**src/rtl/network_injector_pkg.sv**
```systemverilog
// Network defines shared by the injector: tile addressing, router port encoding and flit format.
package network_injector_pkg;

  localparam int VC_PER_PORT   = 2;
  localparam int VC_W          = $clog2(VC_PER_PORT);
  localparam int PAYLOAD_W     = 16;
  localparam int COORD_W       = 4;
  // Default packet size, shared with the ejection side.
  localparam int DEF_MAX_FLITS = 4;

  typedef struct packed {
    logic [COORD_W-1:0] x;
    logic [COORD_W-1:0] y;
  } tile_address_t;

  typedef enum logic [1:0] {
    HEADER = 2'd0,
    BODY   = 2'd1,
    TAIL   = 2'd2,
    HT     = 2'd3
  } flit_type_t;

  typedef enum logic [2:0] {
    LOCAL = 3'd0,
    EAST  = 3'd1,
    NORTH = 3'd2,
    WEST  = 3'd3,
    SOUTH = 3'd4
  } port_t;

  typedef struct packed {
    flit_type_t          flit_type;
    port_t               next_hop_port;
    logic [VC_W-1:0]     vc_id;
    tile_address_t       destination;
    logic [PAYLOAD_W-1:0] payload;
  } flit_t;

  typedef enum logic {
    IDLE = 1'b0,
    SEND = 1'b1
  } inj_state_t;

endpackage

```
**src/rtl/network_injector_if.sv**
```systemverilog
// Packet offer side plus router local-port side of the injector, bundled as one interface.
interface network_injector_if
  import network_injector_pkg::*;
#(
  parameter int MAX_FLITS = DEF_MAX_FLITS
) ();

  logic                                  pkt_valid;
  logic                                  pkt_ready;
  logic [VC_W-1:0]                       pkt_vc;
  tile_address_t                         pkt_dest;
  logic [$clog2(MAX_FLITS+1)-1:0]        pkt_len;
  logic [MAX_FLITS-1:0][PAYLOAD_W-1:0]   pkt_data;
  logic [VC_PER_PORT-1:0]                on_off_in;
  logic                                  wr_en_out;
  flit_t                                 flit_out;

  // The injector is the master: it drives flits towards the router.
  modport master (
    input  pkt_valid, pkt_vc, pkt_dest, pkt_len, pkt_data, on_off_in,
    output pkt_ready, wr_en_out, flit_out
  );

  modport slave (
    output pkt_valid, pkt_vc, pkt_dest, pkt_len, pkt_data, on_off_in,
    input  pkt_ready, wr_en_out, flit_out
  );

endinterface

```
**src/rtl/network_injector_route_calc.sv**
```systemverilog
// Look-ahead XY dimension-order route for the header flit; X is resolved before Y.
module injection_route_calc
  import network_injector_pkg::*;
#(
  parameter int MY_X_ADDR = 0,
  parameter int MY_Y_ADDR = 0
) (
  input  tile_address_t dest,
  output port_t         port
);

  localparam logic [COORD_W-1:0] myX = COORD_W'(MY_X_ADDR);
  localparam logic [COORD_W-1:0] myY = COORD_W'(MY_Y_ADDR);

  always_comb begin
    port = LOCAL;
    if (dest.x > myX)      port = EAST;
    else if (dest.x < myX) port = WEST;
    else if (dest.y > myY) port = SOUTH;
    else if (dest.y < myY) port = NORTH;
  end

endmodule

```
**src/rtl/network_injector.sv**
```systemverilog
// Segments offered packets into HEADER/BODY/TAIL (or HT) flits for the router local input port,
// stalling on the packet's VC on_off bit and accepting the next packet during the last flit.
module network_injector
  import network_injector_pkg::*;
#(
  parameter int MY_X_ADDR = 0,
  parameter int MY_Y_ADDR = 0,
  parameter int MAX_FLITS = DEF_MAX_FLITS
) (
  input logic                clk,
  input logic                reset,
  network_injector_if.master bus
);

  localparam int LEN_W = $clog2(MAX_FLITS + 1);
  localparam int IDX_W = (MAX_FLITS > 1) ? $clog2(MAX_FLITS) : 1;

  inj_state_t                          state_q, state_d;
  logic [IDX_W-1:0]                    idx_q, idx_d;
  logic [VC_W-1:0]                     vc_q, vc_d;
  tile_address_t                       dest_q, dest_d;
  logic [LEN_W-1:0]                    len_q, len_d;
  logic [MAX_FLITS-1:0][PAYLOAD_W-1:0] data_q, data_d;
  logic                                wr_en_q, wr_en_d;
  flit_t                               flit_q, flit_d;

  port_t            routePort;
  flit_type_t       curType;
  logic [LEN_W-1:0] lenNorm;
  logic [IDX_W-1:0] lastIdx;
  logic             go, lastFlit, accept;

  injection_route_calc #(
    .MY_X_ADDR(MY_X_ADDR),
    .MY_Y_ADDR(MY_Y_ADDR)
  ) u_route (
    .dest(dest_q),
    .port(routePort)
  );

  // A zero length still carries one flit; oversize lengths are clamped.
  always_comb begin
    lenNorm = bus.pkt_len;
    if (bus.pkt_len == '0)                      lenNorm = LEN_W'(1);
    else if (bus.pkt_len > LEN_W'(MAX_FLITS))   lenNorm = LEN_W'(MAX_FLITS);
  end

  assign lastIdx       = IDX_W'(len_q - LEN_W'(1));
  assign go            = (state_q == SEND) && !bus.on_off_in[vc_q];
  assign lastFlit      = (idx_q == lastIdx);
  assign bus.pkt_ready = !reset && ((state_q == IDLE) || (go && lastFlit));
  assign accept        = bus.pkt_valid && bus.pkt_ready;

  always_comb begin
    if (len_q == LEN_W'(1))  curType = HT;
    else if (idx_q == '0)    curType = HEADER;
    else if (lastFlit)       curType = TAIL;
    else                     curType = BODY;
  end

  always_comb begin
    state_d = state_q;
    idx_d   = idx_q;
    vc_d    = vc_q;
    dest_d  = dest_q;
    len_d   = len_q;
    data_d  = data_q;
    wr_en_d = 1'b0;
    flit_d  = flit_q;

    if (go) begin
      wr_en_d              = 1'b1;
      flit_d.flit_type     = curType;
      flit_d.next_hop_port = (curType == HEADER || curType == HT) ? routePort : LOCAL;
      flit_d.vc_id         = vc_q;
      flit_d.destination   = dest_q;
      flit_d.payload       = data_q[idx_q];
      idx_d                = idx_q + 1'b1;
      if (lastFlit) begin
        state_d = IDLE;
        idx_d   = '0;
      end
    end

    // Loading here also covers the zero-bubble reload while the tail goes out.
    if (accept) begin
      state_d = SEND;
      idx_d   = '0;
      vc_d    = bus.pkt_vc;
      dest_d  = bus.pkt_dest;
      len_d   = lenNorm;
      data_d  = bus.pkt_data;
    end
  end

  always_ff @(posedge clk) begin
    if (reset) begin
      state_q <= IDLE;
      idx_q   <= '0;
      vc_q    <= '0;
      dest_q  <= '0;
      len_q   <= '0;
      data_q  <= '0;
      wr_en_q <= 1'b0;
      flit_q  <= '0;
    end else begin
      state_q <= state_d;
      idx_q   <= idx_d;
      vc_q    <= vc_d;
      dest_q  <= dest_d;
      len_q   <= len_d;
      data_q  <= data_d;
      wr_en_q <= wr_en_d;
      flit_q  <= flit_d;
    end
  end

  assign bus.wr_en_out = wr_en_q;
  assign bus.flit_out  = flit_q;

endmodule

```
**src/flat_wrapper.sv**
```systemverilog
// flat-port wrapper written by rule: the top's interface ports become plain ports
module network_injector_flat import network_injector_pkg::*;
#(
  parameter int MY_X_ADDR = 0,
  parameter int MY_Y_ADDR = 0,
  parameter int MAX_FLITS = DEF_MAX_FLITS
)
  (clk, reset, bus_pkt_valid, bus_pkt_vc, bus_pkt_dest, bus_pkt_len, bus_pkt_data, bus_on_off_in, bus_pkt_ready, bus_wr_en_out, bus_flit_out);
  network_injector_if #(.MAX_FLITS(MAX_FLITS)) bus_i ();
  input logic clk;
  input logic reset;
  input wire logic [$bits(bus_i.pkt_valid)-1:0] bus_pkt_valid;
  input wire logic [$bits(bus_i.pkt_vc)-1:0] bus_pkt_vc;
  input wire logic [$bits(bus_i.pkt_dest)-1:0] bus_pkt_dest;
  input wire logic [$bits(bus_i.pkt_len)-1:0] bus_pkt_len;
  input wire logic [$bits(bus_i.pkt_data)-1:0] bus_pkt_data;
  input wire logic [$bits(bus_i.on_off_in)-1:0] bus_on_off_in;
  output wire logic [$bits(bus_i.pkt_ready)-1:0] bus_pkt_ready;
  output wire logic [$bits(bus_i.wr_en_out)-1:0] bus_wr_en_out;
  output wire logic [$bits(bus_i.flit_out)-1:0] bus_flit_out;
  assign bus_i.pkt_valid = bus_pkt_valid;
  assign bus_i.pkt_vc = bus_pkt_vc;
  assign bus_i.pkt_dest = bus_pkt_dest;
  assign bus_i.pkt_len = bus_pkt_len;
  assign bus_i.pkt_data = bus_pkt_data;
  assign bus_i.on_off_in = bus_on_off_in;
  assign bus_pkt_ready = bus_i.pkt_ready;
  assign bus_wr_en_out = bus_i.wr_en_out;
  assign bus_flit_out = bus_i.flit_out;
  network_injector #(.MY_X_ADDR(MY_X_ADDR), .MY_Y_ADDR(MY_Y_ADDR), .MAX_FLITS(MAX_FLITS)) u_core (.clk(clk), .reset(reset), .bus(bus_i));
endmodule
```
**config.mk**
```make
export PLATFORM = sky130hd
export DESIGN_NAME = network_injector_flat
export DESIGN_NICKNAME = d
export VERILOG_FILES = /design/src/rtl/network_injector_pkg.sv /design/src/rtl/network_injector_if.sv /design/src/rtl/network_injector_route_calc.sv /design/src/rtl/network_injector.sv /design/src/flat_wrapper.sv
export SDC_FILE = /design/constraint.sdc
export NUM_CORES = 1
export LEC_CHECK = 0
export CAP_MARGIN = 30
export CORE_UTILIZATION = 30
export CTS_CLUSTER_DIAMETER = 60
export DETAILED_ROUTE_END_ITERATION = 8
export HOLD_SLACK_MARGIN = 0.12
export PLACE_DENSITY = 0.5
export SETUP_SLACK_MARGIN = 0.05
export SYNTH_ARGS = -nofsm -noshare
export SYNTH_HDL_FRONTEND = slang
export SYNTH_SLANG_ARGS = --single-unit
```
**constraint.sdc**
```tcl
create_clock -name clk -period 3.3 [get_ports clk]
set_clock_uncertainty 0.1 [all_clocks]
set_input_delay 0.33 -clock clk [delete_from_list [all_inputs] [get_ports clk]]
set_output_delay 0.33 -clock clk [all_outputs]
set_load 0.02 [all_outputs]
```
==> flow_metrics.env, run 1 <==
export IMPL_slew_headroom=0.600
export IMPL_cts_sinks=109
export IMPL_final_util=0.399
export IMPL_yosysMostFrequentCell="dfxtp_1"
export IMPL_power_mw=3.01
export IMPL_syn_nets=514
export IMPL_post_cts_buffers=0
export IMPL_p_per_area_nw_per_um2=459
export IMPL_htree_levels=3
export IMPL_criticalPathCategory="register to primary output"
export IMPL_grt_max_degree=57
export IMPL_r2r_slack_ns=0.94
export IMPL_finalSetupViolCount=0
export IMPL_yosysTopAreaCell="dfxtp_1"
export IMPL_worst_slack_ns=0.792
export IMPL_tightest_slew_ns=0.600
export IMPL_final_area_um2=6570
export IMPL_layout_nets=615
export IMPL_synth_top_area_share=0.433
export IMPL_hold_slack_ns=0.354
export IMPL_ant_nets=0
export IMPL_maxCapViolCount=0
export IMPL_syn_inst=431
export IMPL_synth_distinct_cells=42
export IMPL_p_leak_nw=2.62
export IMPL_syn_avg_cell_area_um2=11.7
export IMPL_vias=3274
export IMPL_run_status="completed"
export IMPL_grt_ovfl_total=0
export IMPL_rr_startpoint="u_core.len_q[0]$_SDFFE_PP0P_"
export IMPL_start_util=0.306
export IMPL_cts_root_buf="clkbuf_16"
export IMPL_grt_pass1_wl_mm=18.0
export IMPL_die_w_um=132
export IMPL_insertion_delay_ns=0.34
export IMPL_ys_async_sr_fraction=0
export IMPL_clk_pin_slew_worst_paths_ns=0.07
export IMPL_drtPass1Iterations=4
export IMPL_reg2reg_to="u_core.data_q[8]$_SDFFE_PP0P_"
export IMPL_numCtsBuffers=9
export IMPL_finalHoldViolCount=0
export IMPL_cp_max_fo=4
export IMPL_reg2reg_depth=6
export IMPL_ys_seq_area_frac=0.433
export IMPL_drc=0
export IMPL_hold_path_cell_count=2
export IMPL_fin_cells=757
export IMPL_synthTopCellsByArea="dfxtp_1 43%, mux2_4 21%, nor2b_1 9.2%, mux4_2 7.2%, nand2_1 3.9%"
export IMPL_critPathLaunchType="register"
export IMPL_gp_congestion=0.745
export IMPL_num_rows=47
export IMPL_syn_area_um2=5040
export IMPL_synth_flop_cell="dfxtp_1"
export IMPL_fin_setup_tns_ns=0
export IMPL_grt_use_total=0.133
export IMPL_synth_common_cells="109 x dfxtp_1, 74 x nor2b_1, 70 x mux2_4, 53 x nand2_1, 28 x a21oi_1"
export IMPL_ctsHoldBuffers=0
export IMPL_yosys_warnings=0
export IMPL_drive_gt1_frac=0.225
export IMPL_grt_pass1_vias=3319
export IMPL_tritoncts="built"
export IMPL_hpwl_mm=7.39
export IMPL_cp_required_ns=2.87
export IMPL_io_pins=113
export IMPL_synth_edff_count=0
export IMPL_dp_cells=741
export IMPL_post_route_min_period_ns=2.51
export IMPL_cts_buffer_depth=2
export IMPL_vias_per_cell=4.32
export IMPL_grt_setup_unrepaired="no"
export IMPL_dp_slack_ns=0.768
export IMPL_cp_end_kind="primary output"
export IMPL_worstPathArrival_ns=2.08
export IMPL_placed_cell_area_um2=6260
export IMPL_antenna_found_initial=0
export IMPL_core_area_um2=16500
export IMPL_portBuffers=111
export IMPL_synth_seq_cells=109
export IMPL_num_antenna_cells=0
export IMPL_drv_slew=0
export IMPL_hold_path_class="register to register"
export IMPL_die_area_um2=17300
export IMPL_fin_crit_sh=0.760
export IMPL_drtIter0Drc=172
export IMPL_crit_end="bus_pkt_ready"
export IMPL_syn_to_final_growth_pct=30.5
export IMPL_fmax_mhz=399
export IMPL_vdd_drop_max_uv=232
export IMPL_startpoint="u_core.len_q[0]$_SDFFE_PP0P_"
export IMPL_die_h_um=132
export IMPL_routed_wl_mm=11.1
export IMPL_cts_resized=0
export IMPL_wire_per_inst_um=14.6
worst max-delay path: stages (launching register included):
cell and delay [ns]:
dfxtp_1 0.34, ha_1 0.37, xnor2_4 0.19, a31oi_1 0.13, nor2_1 0.11, clkdlybuf4s50_1 0.61
layer usage:
metal / track usage / part of all wire / wire length [um]
met2: 0.196 / 0.43 / 4820
met3: 0.0289 / 0.036 / 404
met4: 0.0543 / 0.015 / 167
met1: 0.188 / 0.51 / 5690
met5: 0 / 0 / 0
cell type report:
type                            instances  area, um2
Clock inverter                          4       55.1
Sequential cell                       109       2180
Clock buffer                           12        256
Multi-Input combinational cell        287       2590
Fill cell                            1586       9890
Tap cell                              220        275
Timing Repair Buffer                  120       1190
Inverter                                5       18.8
cell usage in the layout, fill, tap and decap left out, types with 7 or more instances in the layout:
cell type and count:
clkdlybuf4s50_1 110, dfxtp_1 108, nor2b_1 74, mux2_4 70
nand2_1 53, a21oi_1 28, mux4_2 16, clkbuf_16 9
buf_4 9, nor2_1 7
worst min path at each step:
stage                                              start                                    to
global route         u_core.bus.flit_out[4]$_SDFFE_PP0P_   u_core.bus.flit_out[4]$_SDFFE_PP0P_
detailed placement   u_core.bus.flit_out[7]$_SDFFE_PP0P_   u_core.bus.flit_out[7]$_SDFFE_PP0P_
global placement    u_core.bus.flit_out[20]$_SDFFE_PP0P_  u_core.bus.flit_out[20]$_SDFFE_PP0P_
floorplan                   u_core.len_q[2]$_SDFFE_PP0P_          u_core.len_q[2]$_SDFFE_PP0P_
CTS                  u_core.bus.flit_out[0]$_SDFFE_PP0P_   u_core.bus.flit_out[0]$_SDFFE_PP0P_
finish              u_core.bus.flit_out[25]$_SDFFE_PP0P_  u_core.bus.flit_out[25]$_SDFFE_PP0P_
report_power, final:
| group | internal [mW] | switching [mW] |
|---|---|---|
| logic | 0.285 | 0.171 |
| registers | 1.40 | 0.0395 |
| clock network | 0.635 | 0.489 |
| total | 2.32 | 0.700 |
state kept, by name (all words and copies together), names as in the netlist:
register / flops
u_core.data_q: 64
u_core.bus.flit_out: 29
u_core.dest_q: 8
u_core.len_q: 3
u_core.idx_q: 2
u_core.bus.wr_en_out: 1
u_core.state_q: 1
u_core.vc_q: 1
cell families (layout without fill, tap and decap cells):
| group | Yosys count | count (layout) | share of synthesized area |
|---|---|---|---|
| flops | 109 | 109 | 0.433 |
| xor+xnor | 2 | 2 | 0.00720 |
| compound gates | 39 | 39 | 0.0457 |
| simple gates | 151 | 151 | 0.162 |
| buf+inv | 35 | 141 | 0.0524 |
| fa+ha+maj | 2 | 2 | 0.00497 |
| mux | 92 | 92 | 0.293 |
| other cells | 1 | 1 | 0.000744 |
Note: power is estimated with default switching activity, not from simulation.
==> run 2: changes to the inputs <==
PLACE_DENSITY = 0.52   (was 0.5)
clock period = 2.2 ns   (was 3.3 ns; I/O delays follow)
==> flow_metrics.env, run 2 (synthesis gave the netlist of run 1 again) <==
export IMPL_run_status="completed"
export IMPL_final_util=0.402
export IMPL_tightest_slew_ns=0.739
export IMPL_worstPathArrival_ns=2.19
export IMPL_numCtsBuffers=9
export IMPL_final_cell_mix="109 x clkdlybuf4s50_1, 108 x dfxtp_1, 74 x nor2b_1"
export IMPL_cts_buffer_depth=2
export IMPL_hold_path_class="input pin to register"
export IMPL_fin_cells=760
export IMPL_num_antenna_cells=0
export IMPL_vias=3322
export IMPL_placed_cell_area_um2=6320
export IMPL_finalHoldViolCount=0
export IMPL_largest_register="u_core.data_q"
export IMPL_insertion_delay_ns=0.35
export IMPL_ctsHoldBuffers=0
export IMPL_grt_pass1_wl_mm=18.2
export IMPL_fin_setup_tns_ns=0
export IMPL_cp_end_kind="register"
export IMPL_vdd_drop_max_uv=344
export IMPL_p_per_area_nw_per_um2=679
export IMPL_fin_crit_sh=0.930
export IMPL_grt_max_degree=72
export IMPL_antenna_found_initial=1
export IMPL_ant_nets=0
export IMPL_final_common_cell="clkdlybuf4s50_1"
export IMPL_post_route_min_period_ns=2.05
export IMPL_drv_slew=0
export IMPL_drive_gt1_frac=0.233
export IMPL_slew_headroom=0.507
export IMPL_portBuffers=111
export IMPL_final_area_um2=6610
export IMPL_cp_max_fo=22
export IMPL_criticalPathCategory="register to register"
export IMPL_grt_ovfl_total=0
export IMPL_routed_wl_mm=11.3
export IMPL_fmax_mhz=489
export IMPL_tritoncts="built"
export IMPL_die_w_um=132
export IMPL_start_util=0.306
export IMPL_largest_register_ffs=64
export IMPL_cp_required_ns=2.34
export IMPL_core_area_um2=16500
export IMPL_clk_pin_slew_worst_paths_ns=0.07
export IMPL_gp_congestion=0.712
export IMPL_cts_sinks=109
export IMPL_num_rows=47
export IMPL_vias_per_cell=4.37
export IMPL_finalSetupViolCount=0
export IMPL_wire_per_inst_um=14.9
export IMPL_hpwl_mm=7.80
export IMPL_cts_root_buf="clkbuf_16"
export IMPL_syn_to_final_growth_pct=31.3
export IMPL_drtPass1Iterations=5
export IMPL_grt_setup_unrepaired="no"
export IMPL_grt_pass1_vias=3471
export IMPL_htree_levels=3
export IMPL_hold_slack_ns=0.311
export IMPL_drc=0
export IMPL_die_h_um=132
export IMPL_layout_nets=618
export IMPL_die_area_um2=17300
export IMPL_maxCapViolCount=0
export IMPL_p_leak_nw=2.65
export IMPL_grt_use_total=0.135
export IMPL_drtIter0Drc=133
export IMPL_fillers=1614
export IMPL_io_pins=113
export IMPL_critPathLaunchType="register"
export IMPL_dp_cells=744
[run 2: critical path: stages (launching register included)]
cell and delay (ns):
dfxtp_1 0.34, ha_1 0.37, xnor2_4 0.17, a31o_4 0.26, nand2_8 0.13, buf_12 0.22, mux2_1 0.33
[run 2: final cells by class]
class / instances / area [um2] / area share
repair buffers: 123 / 1240 / 0.188
well taps: 220 / 275 / 0.0416
clock inverters: 7 / 73.8 / 0.0112
multi-input cells: 287 / 2590 / 0.392
inverters: 5 / 18.8 / 0.00284
clock buffers: 9 / 225 / 0.0341
flip-flops and latches: 109 / 2180 / 0.330
[run 2: final timing paths]
kind                                        from                                   end  slack [ns]  depth (start not counted)
max reg2reg         u_core.len_q[0]$_SDFFE_PP0P_        u_core.data_q[12]$_SDFFE_PP0P_        0.15                          6
max                 u_core.len_q[0]$_SDFFE_PP0P_        u_core.data_q[12]$_SDFFE_PP0P_        0.15                          6
min                                        reset  u_core.bus.flit_out[27]$_SDFFE_PP0P_        0.31                          3
min reg2reg  u_core.bus.flit_out[9]$_SDFFE_PP0P_   u_core.bus.flit_out[9]$_SDFFE_PP0P_        0.36                          2
[run 2: power breakdown]
part	switching (mW)	internal, mW
sequential	0.0593	2.09
combinational	0.260	0.436
clock	0.756	0.887
total	1.08	3.42
[run 2: repair_timing]
action,4_1_cts,5_1_grt
setup endpoints to repair,1,1
setup buffers,0,0
gates resized for setup,2,1
[run 2: metal layers]
metal  part of all wire  global-route usage
met1               0.47               0.174
met2               0.46               0.213
met3              0.038              0.0255
met4              0.025              0.0717
met5                  0                   0
[run 2: through the flow]
step	setup WS, ns	power, mW
after floorplan	0.323	2.64
after global placement	0.0882	2.89
after detailed placement	0.0644	2.90
after CTS	0.0585	4.57
after global routing	0.0597	4.69
final	0.153	4.49
